File: src/rtl/vect_hazard_ctrl.sv
// vect_hazard_ctrl: hazard/stall/flush control for the 5-stage SIMD pipeline (F,D,E,M,W)
//   clk, reset (async, active-high)
//   d_*        : decode-stage instruction (valid, two sources with read flags, destination with write flag)
//   br_taken_e : taken branch resolved in E
//   mem_req_m  : vector memory op in M, mem_ack completes it
//   stall_f/stall_d/bubble_e/flush_d/hold_m : stage controls
//   stall_cnt  : saturating count of stall_d cycles
//   mem_err    : sticky memory-timeout flag
module vect_hazard_ctrl #(
  parameter int REG_IDX_W   = 4,
  parameter int CNT_W       = 16,
  parameter int MEM_TIMEOUT = 64
) (
  input  logic                 clk,
  input  logic                 reset,
  input  logic                 d_valid,
  input  logic [REG_IDX_W-1:0] d_src1,
  input  logic                 d_src1_rd,
  input  logic [REG_IDX_W-1:0] d_src2,
  input  logic                 d_src2_rd,
  input  logic [REG_IDX_W-1:0] d_dst,
  input  logic                 d_wr,
  input  logic                 br_taken_e,
  input  logic                 mem_req_m,
  input  logic                 mem_ack,
  output logic                 stall_f,
  output logic                 stall_d,
  output logic                 bubble_e,
  output logic                 flush_d,
  output logic                 hold_m,
  output logic [CNT_W-1:0]     stall_cnt,
  output logic                 mem_err
);
  localparam int WAIT_W = (MEM_TIMEOUT > 1) ? $clog2(MEM_TIMEOUT) : 1;
  localparam logic [WAIT_W-1:0] WAIT_MAX = WAIT_W'(MEM_TIMEOUT - 1);
  typedef struct packed {
    logic                 valid;
    logic [REG_IDX_W-1:0] dst;
  } sb_t;
  // Only the E and M entries are stored: the register file is write-first, so
  // an instruction in W can never cause a hit and retiring from M simply drops it.
  sb_t sb_e, sb_m;
  logic [WAIT_W-1:0] wait_cnt;
  logic mem_wait, hit1, hit2, raw, br;
  assign mem_wait = mem_req_m & ~mem_ack;
  assign hit1 = (sb_e.valid && sb_e.dst == d_src1) || (sb_m.valid && sb_m.dst == d_src1);
  assign hit2 = (sb_e.valid && sb_e.dst == d_src2) || (sb_m.valid && sb_m.dst == d_src2);
  assign raw = d_valid & ((d_src1_rd & hit1) | (d_src2_rd & hit2));
  // A branch frozen in E by a memory wait is ignored until the wait ends.
  assign br = br_taken_e & ~mem_wait;
  always_comb begin
    stall_f  = mem_wait | (~br & raw);
    stall_d  = stall_f;
    hold_m   = mem_wait;
    bubble_e = ~mem_wait & (br | raw);
    flush_d  = br;
  end
  always_ff @(posedge clk or posedge reset) begin
    if (reset) begin
      sb_e      <= '0;
      sb_m      <= '0;
      stall_cnt <= '0;
      wait_cnt  <= '0;
      mem_err   <= 1'b0;
    end else begin
      if (!mem_wait) begin
        sb_m <= sb_e;
        sb_e <= (br || raw) ? '0 : sb_t'{d_valid & d_wr, d_dst};
      end
      if (stall_d && stall_cnt != '1) stall_cnt <= stall_cnt + 1'b1;
      if (!mem_wait) wait_cnt <= '0;
      else if (wait_cnt == WAIT_MAX) mem_err <= 1'b1;
      else wait_cnt <= wait_cnt + 1'b1;
    end
  end
endmodule

File: config.mk
export PLATFORM = sky130hd
export DESIGN_NAME = vect_hazard_ctrl
export DESIGN_NICKNAME = d
export VERILOG_FILES = /design/src/rtl/vect_hazard_ctrl.sv
export SDC_FILE = /design/constraint.sdc
export NUM_CORES = 1
export LEC_CHECK = 0
export CAP_MARGIN = 20
export CORE_ASPECT_RATIO = 1.75
export CORE_MARGIN = 2
export CORE_UTILIZATION = 30
export DETAILED_ROUTE_END_ITERATION = 10
export PLACE_DENSITY = 0.66
export SYNTH_ARGS = -nofsm -noshare
export SYNTH_HDL_FRONTEND = slang
export SYNTH_SLANG_ARGS = --single-unit
File: constraint.sdc
create_clock -name clk -period 1.85 [get_ports clk]
set_clock_uncertainty 0.05 [all_clocks]
set_input_delay 0.2775 -clock clk [delete_from_list [all_inputs] [get_ports clk]]
set_output_delay 0.2775 -clock clk [all_outputs]
set_load 0.03 [all_outputs]
==> summary.txt <==
Timing
  – Period utilization: 1.210
  – FMAX: 446.6 MHz
  – Final Worst Setup Slack: -0.3890 ns
  – Hold Fails Final Rpt: 0
  – Max-slew headroom: 0.6435
  – Max-slew violations: 0
  – Slew at the pin closest to its max-slew limit: 0.5332 ns
  – Final Setup Violations: 24
  – Post-layout min period: 2.239 ns
  – RSZ-0062 raised after global routing: yes
  – Hold WS: 0.3257 ns

Critical path
  – Worst path max stage delay: 0.39 ns
  – CP required: 1.52 ns
  – Crit path cell chain: xnor2_1 > nand3_1 > nor4_2 > buf_4 > o41ai_4 > o21ai_4 > buf_6
  – Max stage delay cell, worst path: dfrtp_1
  – Setup crit end kind: output port
  – WP data arrival: 1.91 ns
  – WS Path Type: flip-flop to output port
  – Top delay family on crit path: simple AND/OR/NAND/NOR gates
  – Worst Setup Start Kind: flip-flop
  – WP buf/inv: 2
  – Worst Path Max Fanout: 3

Routing
  – Vias post-DR: 1,530
  – WL per Instance: 13.77 um
  – First-pass detailed-route iteration total: 4
  – ANT nets after route: 0
  – Starting DRC count in detailed routing: 26
  – Post-Route WL: 4614 um
  – Drt drc: 0
  – Number of vias per cell: 4.567

Floorplanning
  – Row cnt: 37
  – Die Y: 106.1 um
  – Die width: 62.34 um
  – Full die area: 6613 um^2
  – Core area: 5833 um^2
  – IO Count: 43
  – Initial Util: 0.3063

Clock tree
  – CTS tree: done
  – CTS root buf: clkbuf_8
  – H-tree depth: 2
  – CTS Sinks: 33
  – Clock Latency Late Sink: 0.28 ns
  – Clock slew seen by the registers of the worst setup and hold paths: 0.07 ns
  – Hold Buf Count CTS: 0
  – TritonCTS buffer count: 5
  – CTS Buffer Depth: 2

Power and ir drop
  – Worst vdd ir: 0.001218 V
  – P per Cell Area: 832.2 nW/um^2
  – Leakage: 1.316 nW

Synth
  – Yosys reg bits: 33
  – Netlist Area Pre-Place: 1787 um^2
  – Ys Warns: 0
  – Ranking of synthesized cells by area: dfrtp_1 46%, xor2_1 11%, nand2_1 4.6%
  – Top_reg_cell synth: dfrtp_1
  – Post-Syn Area per Cell: 10.39 um^2
  – Number of synthesized flops with an enable pin: 0
  – Synthesized net count: 195
  – Asr flop ratio synth: 1.000
  – Synth area leader: dfrtp_1
  – Seq/Total Area, Yosys: 0.4622
  – Distinct cells, synth: 39
  – Number of cells produced by synthesis: 172
  – Post-synth top area share: 0.4622

Placement
  – Dpl cell area: 2522 um^2
  – Post-DP HPWL: 3284 um
  – Gpl congestion: 0.7409
  – IO Port Bufs: 42

Finish
  – # diodes: 0
  – Area delta synth->final: 61.55%
  – Share of cells above drive strength 1: 0.3658
  – Filler Cells Inserted: 549
  – Final nets: 279
  – Design Area, Final: 2887 um^2

Global routing
  – Vias in the first global route: 1,606
  – GRT Total Usage: 0.1442
  – Initial antenna violation count: 0
  – GRT Residual Overflow: 0
  – Largest net degree at the start of global routing: 34
  – First-pass GRT wire length: 7479 um

Hold path
  – Hold/Removal Path Class: input pin to asynchronous set/reset pin

Status
  – Failing checks: negative setup slack
  – Status: complete, but fails checks

Job
  – Max Cap Violations: 0
## kinds of logic after synthesis
| logic type | count (synthesis) | synth area share |
|---|---|---|
| AO/OA/AOI/OAI | 19 | 0.09875 |
| AND/OR/NAND/NOR | 72 | 0.2171 |
| buffers and inverters | 12 | 0.03781 |
| XOR/XNOR | 31 | 0.1520 |
| multiplexers | 3 | 0.01821 |
| adder cells (fa/ha/maj) | 2 | 0.01400 |
| flip-flops | 33 | 0.4622 |
## final cells by class
| type | instances | area (um^2) | area share |
|---|---|---|---|
| Sequential cell | 33 | 830.8 | 0.2878 |
| Clock inverter | 1 | 5.005 | 0.001734 |
| Timing Repair Buffer | 82 | 729.5 | 0.2527 |
| Inverter | 7 | 26.28 | 0.009103 |
| Multi-Input combinational cell | 127 | 1101 | 0.3814 |
| Tap cell | 78 | 97.59 | 0.03381 |
| Clock buffer | 7 | 96.34 | 0.03338 |
## path summary, 6_finish.rpt
check                                    startpoint                   endpoint  slack [ns]  depth (start not counted)
worst max-delay path            sb_e[2]$_DFFE_PP0N_                    stall_f       -0.39                          7
worst min-delay path                          reset    wait_cnt[3]$_DFFE_PP0N_        0.33                          3
worst max register to register  sb_m[2]$_DFFE_PP0N_  stall_cnt[12]$_DFFE_PP0P_       -0.35                         10
worst min register to register  mem_err$_DFFE_PP0P_        mem_err$_DFFE_PP0P_        0.43                          1
max in group asynchronous                     reset        sb_m[1]$_DFFE_PP0N_        1.09                          3
min in group clk                mem_err$_DFFE_PP0P_        mem_err$_DFFE_PP0P_        0.43                          1
## cells in the mapped netlist, types with 2 or more instances
library cell  number
nor3_1             4
nand4_1            4
nor2_1            14
inv_1              7
a22o_1             4
a21oi_1            4
xnor2_1            8
ha_1               2
and3_1             3
xor2_1            23
dfrtp_1           33
nand2_1           22
nand3_1           11
nor3_2             3
o21ai_0            2
nor4_2             5
## power breakdown
| group | internal, mW | leakage [nW] | switching [mW] |
|---|---|---|---|
| Sequential | 0.822 | 0.420 | 0.0818 |
| Clock | 0.336 | 0.0542 | 0.254 |
| Combinational | 0.449 | 0.842 | 0.460 |
## layout by cell type, fill, tap and decap left out, types with 5 or more instances in the layout
master,synthesis,routed
nand2_1,22,22
xnor2_1,8,7
inv_1,7,6
dfrtp_1,33,29
xor2_1,23,14
buf_6,1,5
nor2_1,14,13
buf_4,1,40
clkdlybuf4s50_1,0,30
nand3_1,11,8
clkbuf_8,0,7
xor2_2,0,9
## registers in the layout, indices dropped and copies added, names as in the netlist
name	count
wait_cnt	6
stall_cnt	16
sb_m	5
sb_e	5
mem_err	1
## layer usage
layer | GRT usage | up-vias | wire length [um]
met3 | 0.03386 | 6 | 195
li1 | - | 749 | -
met4 | 0.04286 | 0 | 54
met1 | 0.1538 | 731 | 1805
met5 | 0 | - | 0
met2 | 0.2772 | 44 | 2558
## repair_timing
action | CTS | global route
buffers inserted | 9 | 1
setup endpoints to repair | 24 | 26
resized for setup | 24 | 17
pin swaps | 14 | 4
## stage by stage
stage / TNS (ns) / worst slack (ns) / power (mW) / utilization / std cells
2_1_floorplan: -1.456 / -0.2357 / 1.349 / - / 172
3_3_place_gp: -11.92 / -0.6140 / 1.753 / 0.4324 / 318
3_5_place_dp: -12.72 / -0.6594 / 1.761 / 0.4324 / 318
4_1_cts: -6.597 / -0.4021 / 2.409 / 0.4818 / 335
5_1_grt: -7.430 / -0.4675 / 2.526 / 0.4949 / 335
6_report: -5.295 / -0.3890 / 2.402 / 0.4949 / 335
## worst min-delay path, cell delays in order
cell,delay [ns]
clkdlybuf4s50_1,0.39
inv_1,0.05
buf_4,0.36
(Power assumes the default switching activity.)
